### src/rtl/trap_ctrl_if.sv
// CSR-file secondary write port plus the CSR read-back values the trap
// sequencer needs.
//   csr_we_o/csr_waddr_o/csr_wdata_o : write strobe, address, data (to CSR file)
//   csr_mtvec_i/csr_mepc_i/csr_mstatus_i : current CSR values (from CSR file)
interface trap_ctrl_if;
  logic        csr_we_o;
  logic [31:0] csr_waddr_o;
  logic [31:0] csr_wdata_o;
  logic [31:0] csr_mtvec_i;
  logic [31:0] csr_mepc_i;
  logic [31:0] csr_mstatus_i;

  // Trap sequencer side
  modport master (
    output csr_we_o, csr_waddr_o, csr_wdata_o,
    input  csr_mtvec_i, csr_mepc_i, csr_mstatus_i
  );

  // CSR register file side
  modport slave (
    input  csr_we_o, csr_waddr_o, csr_wdata_o,
    output csr_mtvec_i, csr_mepc_i, csr_mstatus_i
  );
endinterface

### src/rtl/trap_ctrl.sv
// Machine-mode trap sequencer. Detects ecall/ebreak/mret in decode and
// accepted external interrupts, stalls the pipeline, writes mepc, mcause
// and mstatus through the CSR secondary port, then redirects fetch.
//   clk_i, rst_ni           : clock, async active-low reset
//   inst_i, inst_addr_i     : decode instruction and its PC
//   int_flag_i              : external interrupt lines
//   jump_flag_i/jump_addr_i : ex-stage redirect in flight
//   hold_flag_i             : pipeline already stalled elsewhere
//   global_int_en_i         : mstatus.MIE
//   csr_if                  : CSR write port / CSR read values
//   hold_flag_o             : stall request
//   int_assert_o/int_addr_o : one-cycle fetch redirect and target
module trap_ctrl #(
  parameter logic [31:0] ECALL_CAUSE  = 32'd11,
  parameter logic [31:0] EBREAK_CAUSE = 32'd3,
  parameter logic [31:0] INT_CAUSE    = 32'h8000_0007
) (
  input  logic         clk_i,
  input  logic         rst_ni,
  input  logic [31:0]  inst_i,
  input  logic [31:0]  inst_addr_i,
  input  logic [7:0]   int_flag_i,
  input  logic         jump_flag_i,
  input  logic [31:0]  jump_addr_i,
  input  logic         hold_flag_i,
  input  logic         global_int_en_i,
  trap_ctrl_if.master  csr_if,
  output logic         hold_flag_o,
  output logic         int_assert_o,
  output logic [31:0]  int_addr_o
);

  localparam int unsigned XLEN = 32;

  localparam logic [31:0] INST_ECALL  = 32'h0000_0073;
  localparam logic [31:0] INST_EBREAK = 32'h0010_0073;
  localparam logic [31:0] INST_MRET   = 32'h3020_0073;

  localparam logic [11:0] CSR_MSTATUS = 12'h300;
  localparam logic [11:0] CSR_MEPC    = 12'h341;
  localparam logic [11:0] CSR_MCAUSE  = 12'h342;

  typedef enum logic [2:0] {
    S_IDLE,
    S_W_MEPC,
    S_W_MCAUSE,
    S_W_MSTATUS,
    S_ASSERT,
    S_MRET
  } state_e;

  state_e            state_q, state_d;
  logic [XLEN-1:0]   cause_q, cause_d;
  logic [XLEN-1:0]   epc_q, epc_d;
  logic              detect_en;
  logic              detect;
  logic [XLEN-1:0]   ms;

  // State and latched trap context
  always_ff @(posedge clk_i or negedge rst_ni) begin
    if (!rst_ni) begin
      state_q <= S_IDLE;
      cause_q <= '0;
      epc_q   <= '0;
    end else begin
      state_q <= state_d;
      cause_q <= cause_d;
      epc_q   <= epc_d;
    end
  end

  // Detection, next state and output decode
  always_comb begin
    state_d            = state_q;
    cause_d            = cause_q;
    epc_d              = epc_q;
    detect             = 1'b0;
    csr_if.csr_we_o    = 1'b0;
    csr_if.csr_waddr_o = '0;
    csr_if.csr_wdata_o = '0;
    int_assert_o       = 1'b0;
    int_addr_o         = '0;
    ms                 = csr_if.csr_mstatus_i;

    // rst_ni gating keeps the combinational hold low while reset is held
    detect_en = rst_ni && (state_q == S_IDLE) && !hold_flag_i;

    case (state_q)
      S_IDLE: begin
        if (detect_en) begin
          if ((inst_i == INST_ECALL) || (inst_i == INST_EBREAK)) begin
            detect  = 1'b1;
            cause_d = (inst_i == INST_ECALL) ? ECALL_CAUSE : EBREAK_CAUSE;
            // A taken branch in ex means decode holds a squashed slot; the
            // trapping instruction sits just before the branch target.
            epc_d   = jump_flag_i ? (jump_addr_i - XLEN'(4)) : inst_addr_i;
            state_d = S_W_MEPC;
          end else if (inst_i == INST_MRET) begin
            detect  = 1'b1;
            state_d = S_MRET;
          end else if ((|int_flag_i) && global_int_en_i) begin
            detect  = 1'b1;
            cause_d = INT_CAUSE;
            // Interrupt resumes at the pending redirect target, unmodified
            epc_d   = jump_flag_i ? jump_addr_i : inst_addr_i;
            state_d = S_W_MEPC;
          end
        end
      end
      S_W_MEPC: begin
        csr_if.csr_we_o    = 1'b1;
        csr_if.csr_waddr_o = XLEN'(CSR_MEPC);
        csr_if.csr_wdata_o = epc_q;
        state_d            = S_W_MCAUSE;
      end
      S_W_MCAUSE: begin
        csr_if.csr_we_o    = 1'b1;
        csr_if.csr_waddr_o = XLEN'(CSR_MCAUSE);
        csr_if.csr_wdata_o = cause_q;
        state_d            = S_W_MSTATUS;
      end
      S_W_MSTATUS: begin
        // MPIE <= MIE, MIE <= 0
        csr_if.csr_we_o    = 1'b1;
        csr_if.csr_waddr_o = XLEN'(CSR_MSTATUS);
        csr_if.csr_wdata_o = {ms[31:8], ms[3], ms[6:4], 1'b0, ms[2:0]};
        state_d            = S_ASSERT;
      end
      S_ASSERT: begin
        int_assert_o = 1'b1;
        int_addr_o   = csr_if.csr_mtvec_i;
        state_d      = S_IDLE;
      end
      S_MRET: begin
        // MIE <= MPIE, MPIE <= 1, redirect in the same cycle
        csr_if.csr_we_o    = 1'b1;
        csr_if.csr_waddr_o = XLEN'(CSR_MSTATUS);
        csr_if.csr_wdata_o = {ms[31:8], 1'b1, ms[6:4], ms[7], ms[2:0]};
        int_assert_o       = 1'b1;
        int_addr_o         = csr_if.csr_mepc_i;
        state_d            = S_IDLE;
      end
      default: begin
        state_d = S_IDLE;
      end
    endcase

    hold_flag_o = (state_q != S_IDLE) || detect;
  end

endmodule

### src/flat_wrapper.sv
// flat-port wrapper written by rule: the top's interface ports become plain ports
module trap_ctrl_flat 
#(
  parameter logic [31:0] ECALL_CAUSE  = 32'd11,
  parameter logic [31:0] EBREAK_CAUSE = 32'd3,
  parameter logic [31:0] INT_CAUSE    = 32'h8000_0007
)
  (clk_i, rst_ni, inst_i, inst_addr_i, int_flag_i, jump_flag_i, jump_addr_i, hold_flag_i, global_int_en_i, hold_flag_o, int_assert_o, int_addr_o, csr_if_csr_we_o, csr_if_csr_waddr_o, csr_if_csr_wdata_o, csr_if_csr_mtvec_i, csr_if_csr_mepc_i, csr_if_csr_mstatus_i);
  trap_ctrl_if csr_if_i ();
  input  logic clk_i;
  input  logic rst_ni;
  input  logic [31:0] inst_i;
  input  logic [31:0] inst_addr_i;
  input  logic [7:0] int_flag_i;
  input  logic jump_flag_i;
  input  logic [31:0] jump_addr_i;
  input  logic hold_flag_i;
  input  logic global_int_en_i;
  output logic hold_flag_o;
  output logic int_assert_o;
  output logic [31:0] int_addr_o;
  output wire logic [$bits(csr_if_i.csr_we_o)-1:0] csr_if_csr_we_o;
  output wire logic [$bits(csr_if_i.csr_waddr_o)-1:0] csr_if_csr_waddr_o;
  output wire logic [$bits(csr_if_i.csr_wdata_o)-1:0] csr_if_csr_wdata_o;
  input wire logic [$bits(csr_if_i.csr_mtvec_i)-1:0] csr_if_csr_mtvec_i;
  input wire logic [$bits(csr_if_i.csr_mepc_i)-1:0] csr_if_csr_mepc_i;
  input wire logic [$bits(csr_if_i.csr_mstatus_i)-1:0] csr_if_csr_mstatus_i;
  assign csr_if_csr_we_o = csr_if_i.csr_we_o;
  assign csr_if_csr_waddr_o = csr_if_i.csr_waddr_o;
  assign csr_if_csr_wdata_o = csr_if_i.csr_wdata_o;
  assign csr_if_i.csr_mtvec_i = csr_if_csr_mtvec_i;
  assign csr_if_i.csr_mepc_i = csr_if_csr_mepc_i;
  assign csr_if_i.csr_mstatus_i = csr_if_csr_mstatus_i;
  trap_ctrl #(.ECALL_CAUSE(ECALL_CAUSE), .EBREAK_CAUSE(EBREAK_CAUSE), .INT_CAUSE(INT_CAUSE)) u_core (.clk_i(clk_i), .rst_ni(rst_ni), .inst_i(inst_i), .inst_addr_i(inst_addr_i), .int_flag_i(int_flag_i), .jump_flag_i(jump_flag_i), .jump_addr_i(jump_addr_i), .hold_flag_i(hold_flag_i), .global_int_en_i(global_int_en_i), .csr_if(csr_if_i), .hold_flag_o(hold_flag_o), .int_assert_o(int_assert_o), .int_addr_o(int_addr_o));
endmodule
### config.mk
export PLATFORM = sky130hd
export DESIGN_NAME = trap_ctrl_flat
export DESIGN_NICKNAME = d
export VERILOG_FILES = /design/src/rtl/trap_ctrl_if.sv /design/src/rtl/trap_ctrl.sv /design/src/flat_wrapper.sv
export SDC_FILE = /design/constraint.sdc
export NUM_CORES = 1
export LEC_CHECK = 0
export CAP_MARGIN = 20
export CELL_PAD_IN_SITES_DETAIL_PLACEMENT = 0
export CELL_PAD_IN_SITES_GLOBAL_PLACEMENT = 1
export CORE_AREA = 2 2 101 200
export DETAILED_ROUTE_END_ITERATION = 8
export DIE_AREA = 0 0 103 202
export PLACE_DENSITY = 0.84
export SLEW_MARGIN = 5
export SYNTH_ARGS = -nofsm -noshare
export SYNTH_HDL_FRONTEND = slang
export SYNTH_SLANG_ARGS = --single-unit
export TNS_END_PERCENT = 5
### constraint.sdc
create_clock -name clk_i -period 2.2 [get_ports clk_i]
set_clock_uncertainty 0.2 [all_clocks]
set_input_delay 0.22 -clock clk_i [delete_from_list [all_inputs] [get_ports clk_i]]
set_output_delay 0.22 -clock clk_i [all_outputs]
set_load 0.01 [all_outputs]
==> flow_summary.yaml <==
run_status:
  status: "finished, violations left"
  violations: "negative setup slack"
detailed_routing:
  vias: 5331
  drt_iter0_markers: 172
  drt_first_pass_iters: 4
  drc_errors: 0
  viasPerCell: 4.79
  wl_per_cell_um: 18.4
  ant_nets: 0
  wl_um: 20500
critical_path:
  cp_cell_sequence: "buf_6 -> nand2b_4 -> nor2_4 -> buf_4 -> buf_8 -> buf_8 -> or2_2 -> buf_6"
  crit_family: "buffers and inverters"
  crit_buf_inv: 5
  crit_fanout: 6
  r2r-end: "u_core.epc_q[27]$_DFFE_PN0P_"
  slowest_stage: "dfrtp_2"
  reg2reg_from: "u_core.state_q[1]$_DFFE_PN0P_"
  regToRegSetupSlack_ns: -0.05
  critPathArrivalTime_ns: 1.84
  max_stage_delay_ns: 0.45
  critPathRequiredTime_ns: 1.78
  path_depth: 8
  r2r.worst_path.cells: 8
  critical_path_class: "flip-flop to output pin"
  startpoint_type: "flip-flop"
  cp-end-kind: "output pin"
min_path:
  min_to: "u_core.state_q[0]$_DFFE_PN0P_"
  hp-start: "rst_ni"
  holdPathStages: 4
  hp-class: "input pin to flip-flop"
clocking:
  cts_max_path_buffers: 2
  clock_sink_count: 38
  clock_latency_ns: 0.29
  clk_pin_slew_ns: 0.06
  ctsHtreeMaxLevel: 2
  tritoncts: "done"
  root_buffer: "clkbuf_16"
  cts_made_buffers: 5
die:
  rows: 72
  core-area_um2: 19300
  die_x_um: 103
  dieArea_um2: 20800
  chipHeight_um: 202
  ios: 304
  initial_utilization_pct: 21.5
placed_design:
  portBuffers: 276
  dpl_cell_area_um2: 7800
  post-place-ws_ns: -0.686
  gp_congestion: 0.864
  post-dp-hpwl_um: 15700
timing:
  relSlewSlack_pct: 63.6
  timing.final.crit_period_ns: 2.26
  timing.hold.ws_ns: 0.230
  hold_violations: 0
  rsz0062_at_grt: "yes"
  final.setup.worst_slack_ns: -0.0559
  worst_pin_slew_ns: 0.545
  max_freq_mhz: 443
  finalSetupViolCount: 19
  slew_violations: 0
  finalCritPeriodShare_pct: 103
final_layout:
  area_delta_synth_final_pct: 106
  nFillCells: 1902
  nNetsFinal: 1057
  fin_area_um2: 8550
  drive_gt1_share_pct: 29.8
pwr:
  p_sw_w: 0.00224
  power_leakage_nw: 4.11
  pwr-share-comb_pct: 65.1
  internal_power_w: 0.00357
  seq_power_share_pct: 22.0
  switching_share_pct: 38.6
  ir_drop_uv: 325
  clockPowerShare_pct: 12.8
  power.density_nw_per_um2: 681
logic_synthesis:
  netlist.area_leader.share_pct: 22.9
  synth.avg_cell_area_um2: 8.87
  synth_cells: 468
  syn-cell-area_um2: 4150
  synth.distinct_cells: 63
  synth-seq-cells: 38
  yosys_most_used_dff: "dfrtp_1"
  synth_area_leader_cell: "dfrtp_1"
  synth_area_leaders: "dfrtp_1 (23%), mux2i_1 (14%), a22o_1 (5.5%)"
  yosysSeqAreaShare_pct: 22.9
  ys_warn_count: 0
  synth_edf_count: 0
  ys_async_sr_fraction_pct: 100
grt:
  grt_first_pass_wirelength_um: 29300
  grt_max_degree: 39
  gr-total-overflow: 0
  track_usage_pct: 18.6
  antenna_found_initial: 1
  grt_pass1_vias: 5389
job:
  cap_viol_max_count: 0
## registers in the layout, indices dropped and copies added (netlist names)
| signal | flops |
|---|---|
| u_core.epc_q | 32 |
| u_core.state_q | 3 |
| u_core.cause_q | 3 |
## synth_stat cells, types with 3 or more instances
library cell	count
mux2i_1	59
nor2_1	48
dfrtp_1	38
buf_4	30
a22o_1	26
a21oi_1	21
clkbuf_1	21
o21ai_0	19
mux2_2	15
nand4_1	13
nor4_1	12
mux2_1	11
o31ai_1	10
a31oi_1	9
and3_1	9
nand2_1	9
inv_1	8
nor3_1	7
nor4_2	7
nand2b_1	6
nor4_4	6
a31o_2	5
buf_2	5
nor2b_1	5
a211oi_1	4
and4_1	4
nand3_1	4
or3_1	4
and2_1	3
buf_1	3
buf_6	3
nand4b_1	3
or4_1	3
## worst max-delay path by stage
stage                                              from                           end  slack, ns
final                     u_core.state_q[0]$_DFFE_PN0P_         csr_if_csr_waddr_o[6]      -0.06
after detailed placement                     inst_i[13]                   hold_flag_o      -0.69
after global placement                       inst_i[13]                   hold_flag_o      -0.73
after CTS                 u_core.state_q[1]$_DFFE_PN0P_  u_core.epc_q[31]$_DFFE_PN0P_      -0.15
after global routing      u_core.state_q[1]$_DFFE_PN0P_  u_core.epc_q[27]$_DFFE_PN0P_      -0.13
after floorplan           u_core.state_q[1]$_DFFE_PN0P_  u_core.epc_q[11]$_DFFE_PN0P_       0.02
## cells in the final DEF, fill, tap and decap left out, types with 12 or more instances in the layout
master | netlist | final
buf_2 | 5 | 25
mux2_2 | 15 | 12
dfrtp_1 | 38 | 36
a22o_1 | 26 | 26
dlymetal6s2s_1 | 0 | 29
a21oi_1 | 21 | 19
dlygate4sd2_1 | 0 | 38
mux2i_1 | 59 | 59
o21ai_0 | 19 | 19
buf_4 | 30 | 104
nor2_1 | 48 | 47
clkdlybuf4s50_1 | 0 | 175
conb_1 | 1 | 27
buf_6 | 3 | 14
nand4_1 | 13 | 13
## logic make-up after synthesis
group	synth area share, %
AND/OR/NAND/NOR	26.1
AO/OA/AOI/OAI	19.2
multiplexers	21.3
buffers and inverters	9.73
flip-flops	22.9
XOR/XNOR	0.422
adder cells (fa/ha/maj)	0.301
other	0.0903
## metal layers
metal / track usage, % / share of wire (%)
met1: 17.6 / 32
met2: 37.8 / 58
met3: 2.80 / 7.3
met4: 6.95 / 3.0
met5: 0 / 0
## cell type report
| type | count | area, um2 | area share [%] |
|---|---|---|---|
| repair buffers | 412 | 3940 | 46.1 |
| multi-input cells | 386 | 3160 | 36.9 |
| flip-flops and latches | 38 | 953 | 11.2 |
| well taps | 259 | 324 | 3.79 |
| clock buffers | 8 | 136 | 1.60 |
| inverters | 8 | 36.3 | 0.425 |
| diodes | 1 | 2.50 | 0.0293 |
## power by group through the flow
stage | logic, W | registers [W] | clock network (W)
floorplan | 0.00177 | 0.00115 | 0
global placement | 0.00354 | 0.00128 | 0
detailed placement | 0.00358 | 0.00128 | 0
CTS | 0.00375 | 0.00127 | 0.000758
global route | 0.00410 | 0.00132 | 0.000769
finish | 0.00379 | 0.00128 | 0.000746
## worst register-to-register path, stage by stage (launching register included)
cell and delay [ns]:
dfrtp_2 0.45, buf_6 0.14, or3b_4 0.39, nor3_4 0.17, o31a_4 0.21, nand2_8 0.08, buf_12 0.16, buf_12 0.14
o31ai_2 0.23
## timing repair
item	CTS	global route
hold buffers	1	0
endpoints found under the hold margin	30	0
buffers inserted	10	17
gates resized for setup	181	94
gates cloned	3	1
endpoints found under the setup margin	106	77
pin swaps	14	33
## through the flow
step,instances,util (%),power (W),setup TNS [ns]
2_1_floorplan,494,-,0.00292,0
5_1_grt,1112,44.3,0.00619,-2.90
4_1_cts,1093,42.6,0.00578,-2.27
3_3_place_gp,1071,40.5,0.00482,-23.54
6_report,1112,44.3,0.00582,-0.502
3_5_place_dp,1071,40.5,0.00486,-22.75
Note: power is estimated with default switching activity, not from simulation.
